### src/rtl/sub_spi_pkg.sv
// Shared types and defaults for the SPI subordinate control stage.
package sub_spi_pkg;

  typedef enum logic [1:0] {
    IDLE  = 2'd0,
    LOAD  = 2'd1,
    SHIFT = 2'd2,
    DONE  = 2'd3
  } sub_state_e;

  localparam int unsigned DATA_WIDTH_DEF = 8;
  localparam logic [7:0]  DUMMY_BYTE_DEF = 8'hFF;

endpackage

### src/rtl/sub_edge_sync.sv
// N-flop synchroniser for an asynchronous pad, followed by a history flop
// and registered one-cycle rise/fall pulses.
module sub_edge_sync #(
  parameter int unsigned SYNC_STAGES = 2,
  parameter logic        RESET_VAL   = 1'b0
) (
  input  logic clk,
  input  logic rst,
  input  logic pad,
  output logic rise,
  output logic fall
);

  logic [SYNC_STAGES-1:0] sync_q;
  logic                   hist_q;
  logic                   synced;

  assign synced = sync_q[SYNC_STAGES-1];

  // Pulses land SYNC_STAGES+1 clocks after the pad edge.
  always_ff @(posedge clk) begin
    if (rst) begin
      sync_q <= {SYNC_STAGES{RESET_VAL}};
      hist_q <= RESET_VAL;
      rise   <= 1'b0;
      fall   <= 1'b0;
    end else begin
      sync_q <= {sync_q[SYNC_STAGES-2:0], pad};
      hist_q <= synced;
      rise   <= synced & ~hist_q;
      fall   <= ~synced & hist_q;
    end
  end

endmodule

### src/rtl/sub_spi_ctrl.sv
// SPI subordinate control: pad synchronisation, frame sequencing, shift/load
// strobes and FIFO handshakes for mode-0 transfers.
module sub_spi_ctrl
  import sub_spi_pkg::*;
#(
  parameter int unsigned           SYNC_STAGES = 2,
  parameter int unsigned           DATA_WIDTH  = DATA_WIDTH_DEF,
  parameter logic [DATA_WIDTH-1:0] DUMMY_BYTE  = DATA_WIDTH'(DUMMY_BYTE_DEF)
) (
  input  logic                  clk,
  input  logic                  rst,
  input  logic                  sclk_pad_i,
  input  logic                  cs_n_pad_i,
  input  logic                  tx_valid,
  input  logic [DATA_WIDTH-1:0] tx_data,
  output logic                  tx_ready,
  output logic [DATA_WIDTH-1:0] sub_tx,
  output logic                  load_from_fifo,
  output logic                  slave_transfer_shift_en,
  output logic                  slave_receive_shift_en,
  input  logic [DATA_WIDTH-1:0] sub_rx,
  output logic                  rx_valid,
  output logic [DATA_WIDTH-1:0] rx_data,
  input  logic                  rx_full,
  output logic                  busy,
  output logic                  underrun,
  output logic                  overrun,
  input  logic                  err_clr
);

  localparam int unsigned    CNT_W    = $clog2(DATA_WIDTH + 1);
  localparam logic [CNT_W-1:0] LAST_BIT = CNT_W'(DATA_WIDTH - 1);

  sub_state_e       state_q;
  sub_state_e       state_d;
  logic [CNT_W-1:0] bit_cnt_q;
  logic             sclk_rise;
  logic             sclk_fall;
  logic             cs_rise;
  logic             cs_fall;
  logic             rx_push;
  logic             rx_drop;
  logic             send_dummy;

  sub_edge_sync #(.SYNC_STAGES(SYNC_STAGES), .RESET_VAL(1'b0)) u_sclk_sync (
    .clk  (clk),
    .rst  (rst),
    .pad  (sclk_pad_i),
    .rise (sclk_rise),
    .fall (sclk_fall)
  );

  sub_edge_sync #(.SYNC_STAGES(SYNC_STAGES), .RESET_VAL(1'b1)) u_cs_sync (
    .clk  (clk),
    .rst  (rst),
    .pad  (cs_n_pad_i),
    .rise (cs_rise),
    .fall (cs_fall)
  );

  // State register.
  always_ff @(posedge clk) begin
    if (rst) state_q <= IDLE;
    else     state_q <= state_d;
  end

  // Next state; in DONE a same-cycle cs_n rise is the only way CS can have left.
  always_comb begin
    state_d = state_q;
    case (state_q)
      IDLE:    if (cs_fall) state_d = LOAD;
      LOAD:    state_d = cs_rise ? IDLE : SHIFT;
      SHIFT: begin
        if (cs_rise)                              state_d = IDLE;
        else if (sclk_rise && bit_cnt_q == LAST_BIT) state_d = DONE;
      end
      DONE:    state_d = cs_rise ? IDLE : LOAD;
      default: state_d = IDLE;
    endcase
  end

  // Strobes decoded from the registered state and the registered edge pulses.
  always_comb begin
    tx_ready                = 1'b0;
    load_from_fifo          = 1'b0;
    slave_receive_shift_en  = 1'b0;
    slave_transfer_shift_en = 1'b0;
    busy                    = (state_q != IDLE);
    case (state_q)
      LOAD: begin
        load_from_fifo = 1'b1;
        tx_ready       = tx_valid;
      end
      SHIFT: begin
        if (!cs_rise) begin
          slave_receive_shift_en  = sclk_rise;
          slave_transfer_shift_en = sclk_fall && (bit_cnt_q != '0) && (bit_cnt_q <= LAST_BIT);
        end
      end
      default: ;
    endcase
  end

  assign rx_push    = (state_q == DONE) && !rx_full;
  assign rx_drop    = (state_q == DONE) && rx_full;
  assign send_dummy = (state_q == LOAD) && !tx_valid;

  // Bit counter and byte/flag datapath; flag set wins over err_clr.
  always_ff @(posedge clk) begin
    if (rst) begin
      bit_cnt_q <= '0;
      sub_tx    <= DUMMY_BYTE;
      rx_data   <= '0;
      rx_valid  <= 1'b0;
      underrun  <= 1'b0;
      overrun   <= 1'b0;
    end else begin
      rx_valid <= rx_push;
      if (rx_push) rx_data <= sub_rx;

      case (state_q)
        IDLE: bit_cnt_q <= '0;
        LOAD: begin
          bit_cnt_q <= '0;
          sub_tx    <= tx_valid ? tx_data : DUMMY_BYTE;
        end
        SHIFT: begin
          if (cs_rise)        bit_cnt_q <= '0;
          else if (sclk_rise) bit_cnt_q <= bit_cnt_q + CNT_W'(1);
        end
        default: ;
      endcase

      if (send_dummy)   underrun <= 1'b1;
      else if (err_clr) underrun <= 1'b0;

      if (rx_drop)      overrun <= 1'b1;
      else if (err_clr) overrun <= 1'b0;
    end
  end

endmodule
### config.mk
export PLATFORM = sky130hd
export DESIGN_NAME = sub_spi_ctrl
export DESIGN_NICKNAME = d
export VERILOG_FILES = /design/src/rtl/sub_spi_pkg.sv /design/src/rtl/sub_edge_sync.sv /design/src/rtl/sub_spi_ctrl.sv
export SDC_FILE = /design/constraint.sdc
export NUM_CORES = 1
export LEC_CHECK = 0
export CAP_MARGIN = 20
export CORE_UTILIZATION = 42
export CTS_BUF_LIST = sky130_fd_sc_hd__clkbuf_2 sky130_fd_sc_hd__clkbuf_4 sky130_fd_sc_hd__clkbuf_8
export DETAILED_ROUTE_END_ITERATION = 6
export PLACE_DENSITY = 0.77
export SYNTH_ARGS = -nofsm -noshare
export SYNTH_HDL_FRONTEND = slang
export SYNTH_SLANG_ARGS = --single-unit
### constraint.sdc
create_clock -name clk -period 1 [get_ports clk]
set_input_delay 0.2 -clock clk [delete_from_list [all_inputs] [get_ports clk]]
set_output_delay 0.2 -clock clk [all_outputs]
set_load 0.05 [all_outputs]
==> impl_metrics.ini, run 1 <==
[clock_tree]
htree_levels = 2
tritoncts = yes
cts.clk_slew.worst_paths_ns = 0.10
cts.sinks = 35
numCtsBuffers = 5
root_buffer = clkbuf_4
clkLatencyLatePin_ns = 0.34
clock_path_buffers = 2

[final_layout]
area_growth_pct = 92.5
nFillCells = 142
nets = 248
antenna_cells = 0
layout-drive-gt1-share_pct = 59.0
fin_util_pct = 87.5

[global_routing]
grtUsageTotal_pct = 23.9
antenna_found_initial = 0
globalRouteMet3Util_pct = 4.26
grt_pass1_wl_mm = 6.22
grt.busiest_layer = met2
grtUsageMet2_pct = 41.0
grt_start_max_net_pins = 11
use_met1_pct = 28.2
grt_pass1_vias = 1331
grt-ovfl-total = 0

[logic_synthesis]
ys_top_cells_by_area = dfxtp_1 49%, nor3b_2 7.0%, nor2_1 5.8%
synth_commonest_cells = 35 x dfxtp_1, 22 x nor2_1, 9 x o21bai_1
yosysSeqAreaShare_pct = 48.9
yosysMostFrequentCell = dfxtp_1
syn_inst = 138
synthDominantCellAreaShare_pct = 48.9
yosys_warnings = 0
netlist_area_um2 = 1430
synth_edf_count = 0
ys_seq_elements = 35
synth.avg_cell_area_um2 = 10.4
synth_cell_type_count = 35
ys.flop_type = dfxtp_1
synth-async-reset-ratio_pct = 0
synth_nets = 163
synth_top_cell_by_area = dfxtp_1

[die]
die_area_um2 = 3650
ios = 47
start_util_pct = 45.4
die_h_um = 60.4
dieWidth_um = 60.4
rows = 20
core_area_um2 = 3150

[sta]
worst_slack_ns = -0.579
relSlewSlack_pct = 80.0
hold-worst-slack_ns = 0.425
period_share_pct = 158
finalHoldViolations = 0
fin_tns_setup_ns = -11.73
setup_violations = 50
rsz0062_at_grt = yes
tightest_slew_ns = 0.299
drv_slew = 0
timing.fmax_mhz = 633
finClkSkew_ns = 0.00550
fin_crit_ns = 1.58

[worst_setup_path]
cp_data_arrival_time_ns = 1.38
path_class = reg -> out
worst-r2r-cell-count = 7
reg2reg_slack_ns = -0.53
reg2reg_to = rx_data[6]
critPathCaptureType = primary output
cp_max_fo = 2
crit_path_start_kind = flop
r2r-start = state_q[0]
required_ns = 0.80

[drt]
first_iter_violations = 46
via_count = 1321
wirelength_mm = 4.75
drc = 0
antenna_left = 0
via_per_inst = 4.97
wl_per_cell_um = 17.8
first_pass_iters = 4

[placed_design]
dp_hpwl_mm = 2.54
io_buffers = 46
place.gp.congestion = 0.769

[outcome]
outcome = finished, violations left
violations = negative setup slack

[hold_path]
min-delay-start = u_sclk_sync.hist_q
holdPathStages = 1
hold_path_class = reg -> reg
min_to = u_sclk_sync.rise

[pwr]
cellPowerDensity_nw_per_um2 = 880
total_power_uw = 2430
max-vdd-ir-drop_mv = 0.714
p_leak_uw = 0.00116

[flow_run]
cap_viol_max_count = 0
[metrics by stage]
stage / setup slack (ns) / std cells / instance area, um^2
2_1_floorplan: -0.200 / 138 / 1480
3_3_place_gp: -0.300 / 246 / 2370
3_5_place_dp: -0.367 / 246 / 2370
4_1_cts: -0.544 / 259 / 2620
5_1_grt: -0.625 / 266 / 2760
6_report: -0.579 / 266 / 2760
[worst max-delay path by stage]
stage               depth (start not counted)                       to  slack, ns         start
finish                                      6  slave_transfer_shift_en      -0.58  bit_cnt_q[0]
detailed placement                          5               rx_data[7]      -0.37       rx_full
CTS                                         6  slave_transfer_shift_en      -0.54  bit_cnt_q[0]
global route                                6  slave_transfer_shift_en      -0.62  bit_cnt_q[0]
floorplan                                   5  slave_transfer_shift_en      -0.20  bit_cnt_q[1]
global placement                            5               rx_data[0]      -0.30       rx_full
[cells in the final DEF (no fill, tap or decap), types with 2 or more instances in the layout]
master and n:
nor2_1 17, ha_4 2, buf_12 26, nor2_2 3
a21oi_1 2, nor3b_1 2, mux2i_4 2, buf_6 10
clkbuf_4 6, mux2i_1 6, dfxtp_2 17, o21ai_2 2
nand2_1 2, inv_2 3, a21oi_2 2, nand3_1 2
nor2_4 3, nor2b_1 4, o21bai_1 8, buf_8 2
dfxtp_1 11, clkdlybuf4s50_1 22, nor3b_2 7, or2_2 3
buf_4 25, inv_1 4, dfxtp_4 7
[what timing repair did]
action / 4_1_cts / 5_1_grt
endpoints found under the hold margin: 0 / 0
pin swaps: 13 / 13
resized for setup: 49 / 19
hold buffers: 0 / 0
gates cloned: 0 / 1
buffers inserted: 9 / 9
endpoints found under the setup margin: 47 / 49
[critical path, cell delays in order, from the launching register on]
cell,delay [ns]
dfxtp_2,0.34
inv_2,0.07
ha_4,0.12
inv_2,0.03
o211ai_1,0.26
nor2_4,0.06
buf_12,0.15
[state kept, by name (all words and copies together) (netlist names)]
register and flops:
u_sclk_sync.rise 1, u_sclk_sync.hist_q 1, u_cs_sync.hist_q 1, u_cs_sync.fall 1, state_q 2, overrun 1, u_cs_sync.rise 1, u_cs_sync.sync_q 2
sub_tx 8, rx_valid 1, u_sclk_sync.fall 1, bit_cnt_q 4, u_sclk_sync.sync_q 2, rx_data 8, underrun 1
[logic make-up after synthesis]
logic type,Yosys count,share of synthesized area (%)
AOI/OAI and AO/OA,22,11.0
xor gates and xnor gates,1,0.611
adders and majority gates,2,1.75
buffers and inverters,16,8.12
DFF,35,48.9
muxes,8,5.59
and+or+nand+nor,54,24.0
[routing by layer]
metal,share of wire [%],routed length (um)
met2,54,2570
met4,2.3,107
met3,2.7,128
met1,41,1940
met5,0,0
[where the power goes]
group	total (uW)	internal (uW)	switching (uW)
clock network	728	277	451
logic	291	178	113
registers	1410	1390	14.9
total	2430	1850	579
[final cells by class]
class | instances | area, um^2 | area share, %
Timing Repair Buffer | 86 | 1100 | 39.7
Multi-Input combinational cell | 87 | 757 | 27.5
Inverter | 8 | 56.3 | 2.04
Tap cell | 44 | 55.1 | 2.00
Clock buffer | 6 | 45.0 | 1.63
Sequential cell | 35 | 748 | 27.1
Power figures use the tool's default switching activity.
==> run 2, diff against run 1 <==
--- a/config.mk
+++ b/config.mk
@@ -12,4 +12,5 @@
 export PLACE_DENSITY = 0.77
 export SYNTH_ARGS = -nofsm -noshare
 export SYNTH_HDL_FRONTEND = slang
+export SYNTH_HIERARCHICAL = 1
 export SYNTH_SLANG_ARGS = --single-unit
==> run 2 against run 1 <==
- the run still ends with negative setup slack left
- count of clock-buffer cells in the layout increased by 1
- synthesized cell count decreased by 1.4%
- worst hold slack got worse by 0.013 ns
- sequential power hardly changed
- wire length is 21% higher
- setup slack got worse by 0.022 ns
==> impl_metrics.ini, run 2 <==
[outcome]
outcome = finished, violations left
violations = negative setup slack

[sta]
period_share_pct = 160
worst_slack_ns = -0.601
setup_violations = 49
rsz0062_at_grt = yes
relSlewSlack_pct = 79.5
tightest_slew_ns = 0.304
finClkSkew_ns = 0.0114
timing.fmax_mhz = 624
finalHoldViolations = 0
drv_slew = 0
fin_crit_ns = 1.60

[logic_synthesis]
synth_commonest_cells = 35 x dfxtp_1, 21 x nor2_1, 9 x o21bai_1
synth_top_family_by_area = simple AND/OR/NAND/NOR gates
synth.avg_cell_area_um2 = 10.5
synthSimpleGateAreaFrac_pct = 24.5
yosys.area_share.adder_pct = 1.75
synth-compound-area-share_pct = 11.1
ys.flop_type = dfxtp_1
ys_top_cells_by_area = dfxtp_1 49%, nor3b_2 7.0%, mux2i_1 5.6%
yosysMostFrequentCell = dfxtp_1
synth_cell_type_count = 35
synthMuxAreaShare_pct = 5.61
synth_top_cell_by_area = dfxtp_1
yosysSeqAreaShare_pct = 49.1
ys_seq_elements = 35
synth_edf_count = 0
netlist_area_um2 = 1430
synthDominantCellAreaShare_pct = 49.1
synthXorXnorAreaFrac_pct = 0.614
yosys_warnings = 6
synth_nets = 161
synth-async-reset-ratio_pct = 0
syn_inst = 136

[placed_design]
place.gp.congestion = 0.802
dp_hpwl_mm = 2.81
dp_cells = 239
io_buffers = 46

[final_layout]
layout-drive-gt1-share_pct = 61.5
antenna_cells = 0
final_common_cell = buf_12
fin_util_pct = 90.8
area_growth_pct = 99.0
layout_common_cells = 27 x buf_12, 22 x clkdlybuf4s50_1, 22 x buf_4
nFillCells = 111
multiInputGateArea_um2 = 818
nets = 245
ff_latch_area_um2 = 749
largestRegisters = rx_data: 8 flops, sub_tx: 8 flops, bit_cnt_q: 4 flops
finalNonFillerCells = 265

[pwr]
p_leak_uw = 0.00119
max-vdd-ir-drop_mv = 0.872
total_power_uw = 2530
cellPowerDensity_nw_per_um2 = 891

[clock_tree]
clkLatencyLatePin_ns = 0.34
numCtsBuffers = 5
cts.sinks = 35
clock_path_buffers = 2
root_buffer = clkbuf_4
htree_levels = 2
cts.clk_slew.worst_paths_ns = 0.11
tritoncts = yes

[flow_run]
cap_viol_max_count = 0

[worst_setup_path]
cp_data_arrival_time_ns = 1.40
crit_path_start_kind = flop
slowest_stage = dfxtp_2
path_delay_family = flip-flops
path_cells = inv_2, ha_4, inv_2, o211ai_1, nor2_4, buf_12
required_ns = 0.80
critPathCaptureType = primary output
worst_path_most_repeated_cell = inv_2
path_class = reg -> out
cp_max_fo = 2
crit_buf_inv = 3
crit_path_max_incr_delay_ns = 0.35

[global_routing]
grt-ovfl-total = 0
antenna_found_initial = 0
grt_start_max_net_pins = 19
grt_pass1_vias = 1469
grtUsageTotal_pct = 28.3
grt_pass1_wl_mm = 7.22

[drt]
first_iter_violations = 57
wl_per_cell_um = 21.7
via_per_inst = 5.63
antenna_left = 0
wirelength_mm = 5.76
first_pass_iters = 6
via_count = 1493
drc = 0

[die]
die_h_um = 60.3
dieWidth_um = 60.3
die_area_um2 = 3630
start_util_pct = 45.6
ios = 47
rows = 20
core_area_um2 = 3130

[hold_path]
hold_path_class = in -> reg
## run 2: cells by family (layout without fill, tap and decap cells)
logic type	count (synthesis)	in the layout
simple gates	54	54
fa+ha+maj	2	2
xor+xnor	1	1
compound gates	22	22
flops	35	35
mux	8	8
buf+inv	14	99
## run 2: power by group
part / internal [uW] / switching (uW)
Sequential: 1390 / 14.3
Combinational: 187 / 133
Clock: 328 / 477
Total: 1910 / 624
## run 2: per-stage QoR
step | setup TNS (ns) | hold slack (ns) | worst slack, ns | area [um^2]
after CTS | -7.61 | 0.402 | -0.552 | 2670
final | -10.55 | 0.412 | -0.601 | 2840
after global routing | -11.96 | 0.428 | -0.656 | 2840
after floorplan | -0.863 | 0.272 | -0.200 | 1480
after global placement | -7.73 | 0.387 | -0.326 | 2340
after detailed placement | -9.40 | 0.395 | -0.383 | 2340
## run 2: area by class of cell
| cell class | count | area share, % |
|---|---|---|
| clock buffer | 7 | 1.85 |
| clock inverter | 1 | 0.176 |
| multi-input combinational | 87 | 28.8 |
| timing repair buffer | 84 | 39.0 |
| sequential | 35 | 26.4 |
| tap | 44 | 1.94 |
| inverter | 7 | 1.85 |
## run 2: final timing paths
| path | end | slack [ns] | startpoint | cells after the start |
|---|---|---|---|---|
| worst max register to register | rx_data[5] | -0.43 | state_q[0] | 6 |
| worst min register to register | u_cs_sync/rise | 0.43 | u_cs_sync/hist_q | 1 |
| worst min-delay path | u_sclk_sync/sync_q[0] | 0.41 | sclk_pad_i | 2 |
| worst max-delay path | slave_transfer_shift_en | -0.60 | bit_cnt_q[0] | 6 |
## run 2: per-layer routing
layer,share of wire (%),wire (um),global-route usage [%],vias up
li1,-,-,-,634
met1,35,1990,29.3,723
met2,52,3010,49.0,89
met3,6.3,365,8.01,47
met4,6.8,391,18.9,0
met5,0,0,0,-
## run 2: what timing repair did
item / 4_1_cts / 5_1_grt
endpoints found under the setup margin: 46 / 49
hold buffers: 0 / 0
pin swaps: 17 / 10
gates resized for setup: 51 / 28
gates cloned: 1 / 1
endpoints found under the hold margin: 0 / 0
setup buffers: 13 / 10
==> run 3, diff against run 2 <==
==> constraint.sdc (replaced) <==
create_clock -name clk -period 1 [get_ports clk]
set_input_delay 0.2 -clock clk [delete_from_list [all_inputs] [get_ports clk]]
set_output_delay 0.2 -clock clk [all_outputs]
set_load 0.005 [all_outputs]
==> run 3 against run 2 <==
- the flow still finishes with violations (negative setup slack)
- final area shrank 16%
- critical endpoint unchanged
- non-clock buffer count shrank 6
- final cell count shrank 2.3%
- clock skew grew 0.0033 ns
==> impl_metrics.ini, run 3 (synthesis gave the netlist of run 2 again) <==
[final_layout]
nets = 239
multiInputGateArea_um2 = 739
area_growth_pct = 68.1
layout_common_cells = 28 x buf_6, 22 x dfxtp_2, 21 x clkdlybuf4s50_1
ff_latch_area_um2 = 732
largestRegisters = rx_data: 8 flops, sub_tx: 8 flops, bit_cnt_q: 4 flops
nFillCells = 208
layout-drive-gt1-share_pct = 55.3
antenna_cells = 0
final_common_cell = buf_6
fin_area_um2 = 2400
finalNonFillerCells = 259

[worst_setup_path]
path_class = reg -> out
crit_path_start_kind = flop
crit_path_max_incr_delay_ns = 0.40
path_delay_family = flip-flops
cp_max_fo = 4
r2r-start = state_q[1]
path_cells = nor2_4, buf_6, nand2_1, nor2_1, buf_2
cp_data_arrival_time_ns = 1.23
critPathCaptureType = primary output
crit_start = state_q[0]
crit_buf_inv = 2
required_ns = 0.80
slowest_stage = dfxtp_4

[clock_tree]
clock_path_buffers = 2
postCtsHoldBufs = 0
cts.sinks = 35
cts.clk_slew.worst_paths_ns = 0.12
numCtsBuffers = 5
htree_levels = 2
root_buffer = clkbuf_4
tritoncts = yes
clkLatencyLatePin_ns = 0.35

[hold_path]
hold_path_class = in -> reg
min-delay-start = rst

[sta]
tightest_slew_ns = 0.333
fin_crit_ns = 1.43
worst_slack_ns = -0.434
setup_violations = 37
fin_tns_setup_ns = -5.67
finalHoldViolations = 0
timing.fmax_mhz = 697
hold-worst-slack_ns = 0.252
finClkSkew_ns = 0.0147
period_share_pct = 143
rsz0062_at_grt = yes
drv_slew = 0
relSlewSlack_pct = 77.8

[die]
dieWidth_um = 60.3
die_area_um2 = 3630
rows = 20
ios = 47
die_h_um = 60.3
start_util_pct = 45.6
core_area_um2 = 3130

[global_routing]
antenna_found_initial = 0
grt.busiest_layer = met2
grt-ovfl-total = 0
grtUsageTotal_pct = 22.9
globalRouteMet3Util_pct = 6.06
grt_pass1_wl_mm = 5.96
grtUsageMet2_pct = 40.8
grt_pass1_vias = 1279
use_met1_pct = 25.4
grt_start_max_net_pins = 21

[placed_design]
io_buffers = 46
placedInstanceArea_um2 = 2030
place.gp.congestion = 0.798
dp_cells = 237
pre_cts_ws_ns = -0.490
dp_hpwl_mm = 2.35

[pwr]
max-vdd-ir-drop_mv = 0.892
cellPowerDensity_nw_per_um2 = 1130
p_leak_uw = 0.00103

[drt]
via_per_inst = 5.22
via_count = 1351
first_pass_iters = 5
wirelength_mm = 4.12
first_iter_violations = 52
wl_per_cell_um = 15.9
drc = 0
antenna_left = 0

[outcome]
outcome = finished, violations left
violations = negative setup slack

[flow_run]
cap_viol_max_count = 0
[run 3: cell count changes in the layout (fill, tap and decap cells not counted), moves of 6 or more]
cell	before	now
buf_2	0	10
dfxtp_4	8	1
buf_6	10	28
dfxtp_2	15	22
buf_4	22	16
buf_12	27	0
nor2_1	12	20
[run 3: worst reg2reg max path, cell delays in order (launching register included)]
cell	delay, ns
dfxtp_2	0.35
buf_6	0.12
buf_6	0.12
nand3b_1	0.13
buf_6	0.14
mux2i_1	0.22
nor2_1	0.08
[run 3: cell type report]
type / count / area share [%]
multi-input combinational: 87 / 30.8
tap: 44 / 2.30
clock inverter: 3 / 1.83
timing repair buffer: 78 / 31.3
sequential: 35 / 30.5
inverter: 7 / 1.62
clock buffer: 5 / 1.57
[run 3: path summary, 6_finish.rpt]
kind	slack [ns]	cells after the start	endpoint
worst max-delay path	-0.43	5	slave_transfer_shift_en
worst min-delay path	0.25	2	u_cs_sync/rise
worst max register to register	-0.25	6	rx_data[7]
worst min register to register	0.42	1	u_cs_sync/rise
[run 3: what timing repair did]
item | CTS | global route
endpoints found under the setup margin | 47 | 50
pin swaps | 12 | 12
buffers inserted | 10 | 7
resized for setup | 152 | 27
cloned | 2 | 0
[run 3: through the flow]
stage	power [uW]	utilization, %
floorplan	1520	-
global placement	1640	64.9
detailed placement	1650	64.9
CTS	2690	73.6
global route	2810	76.6
finish	2700	76.6
[run 3: where the power goes]
group	total, uW	internal (uW)	switching, uW
registers	1420	1410	11.5
clock network	1040	526	510
logic	247	160	87.2
total	2700	2090	608
[run 3: routing by layer]
layer	wire length, um	share of wire [%]
met1	1600	39
met2	2250	55
met3	208	5.0
met4	61	1.5
met5	0	0
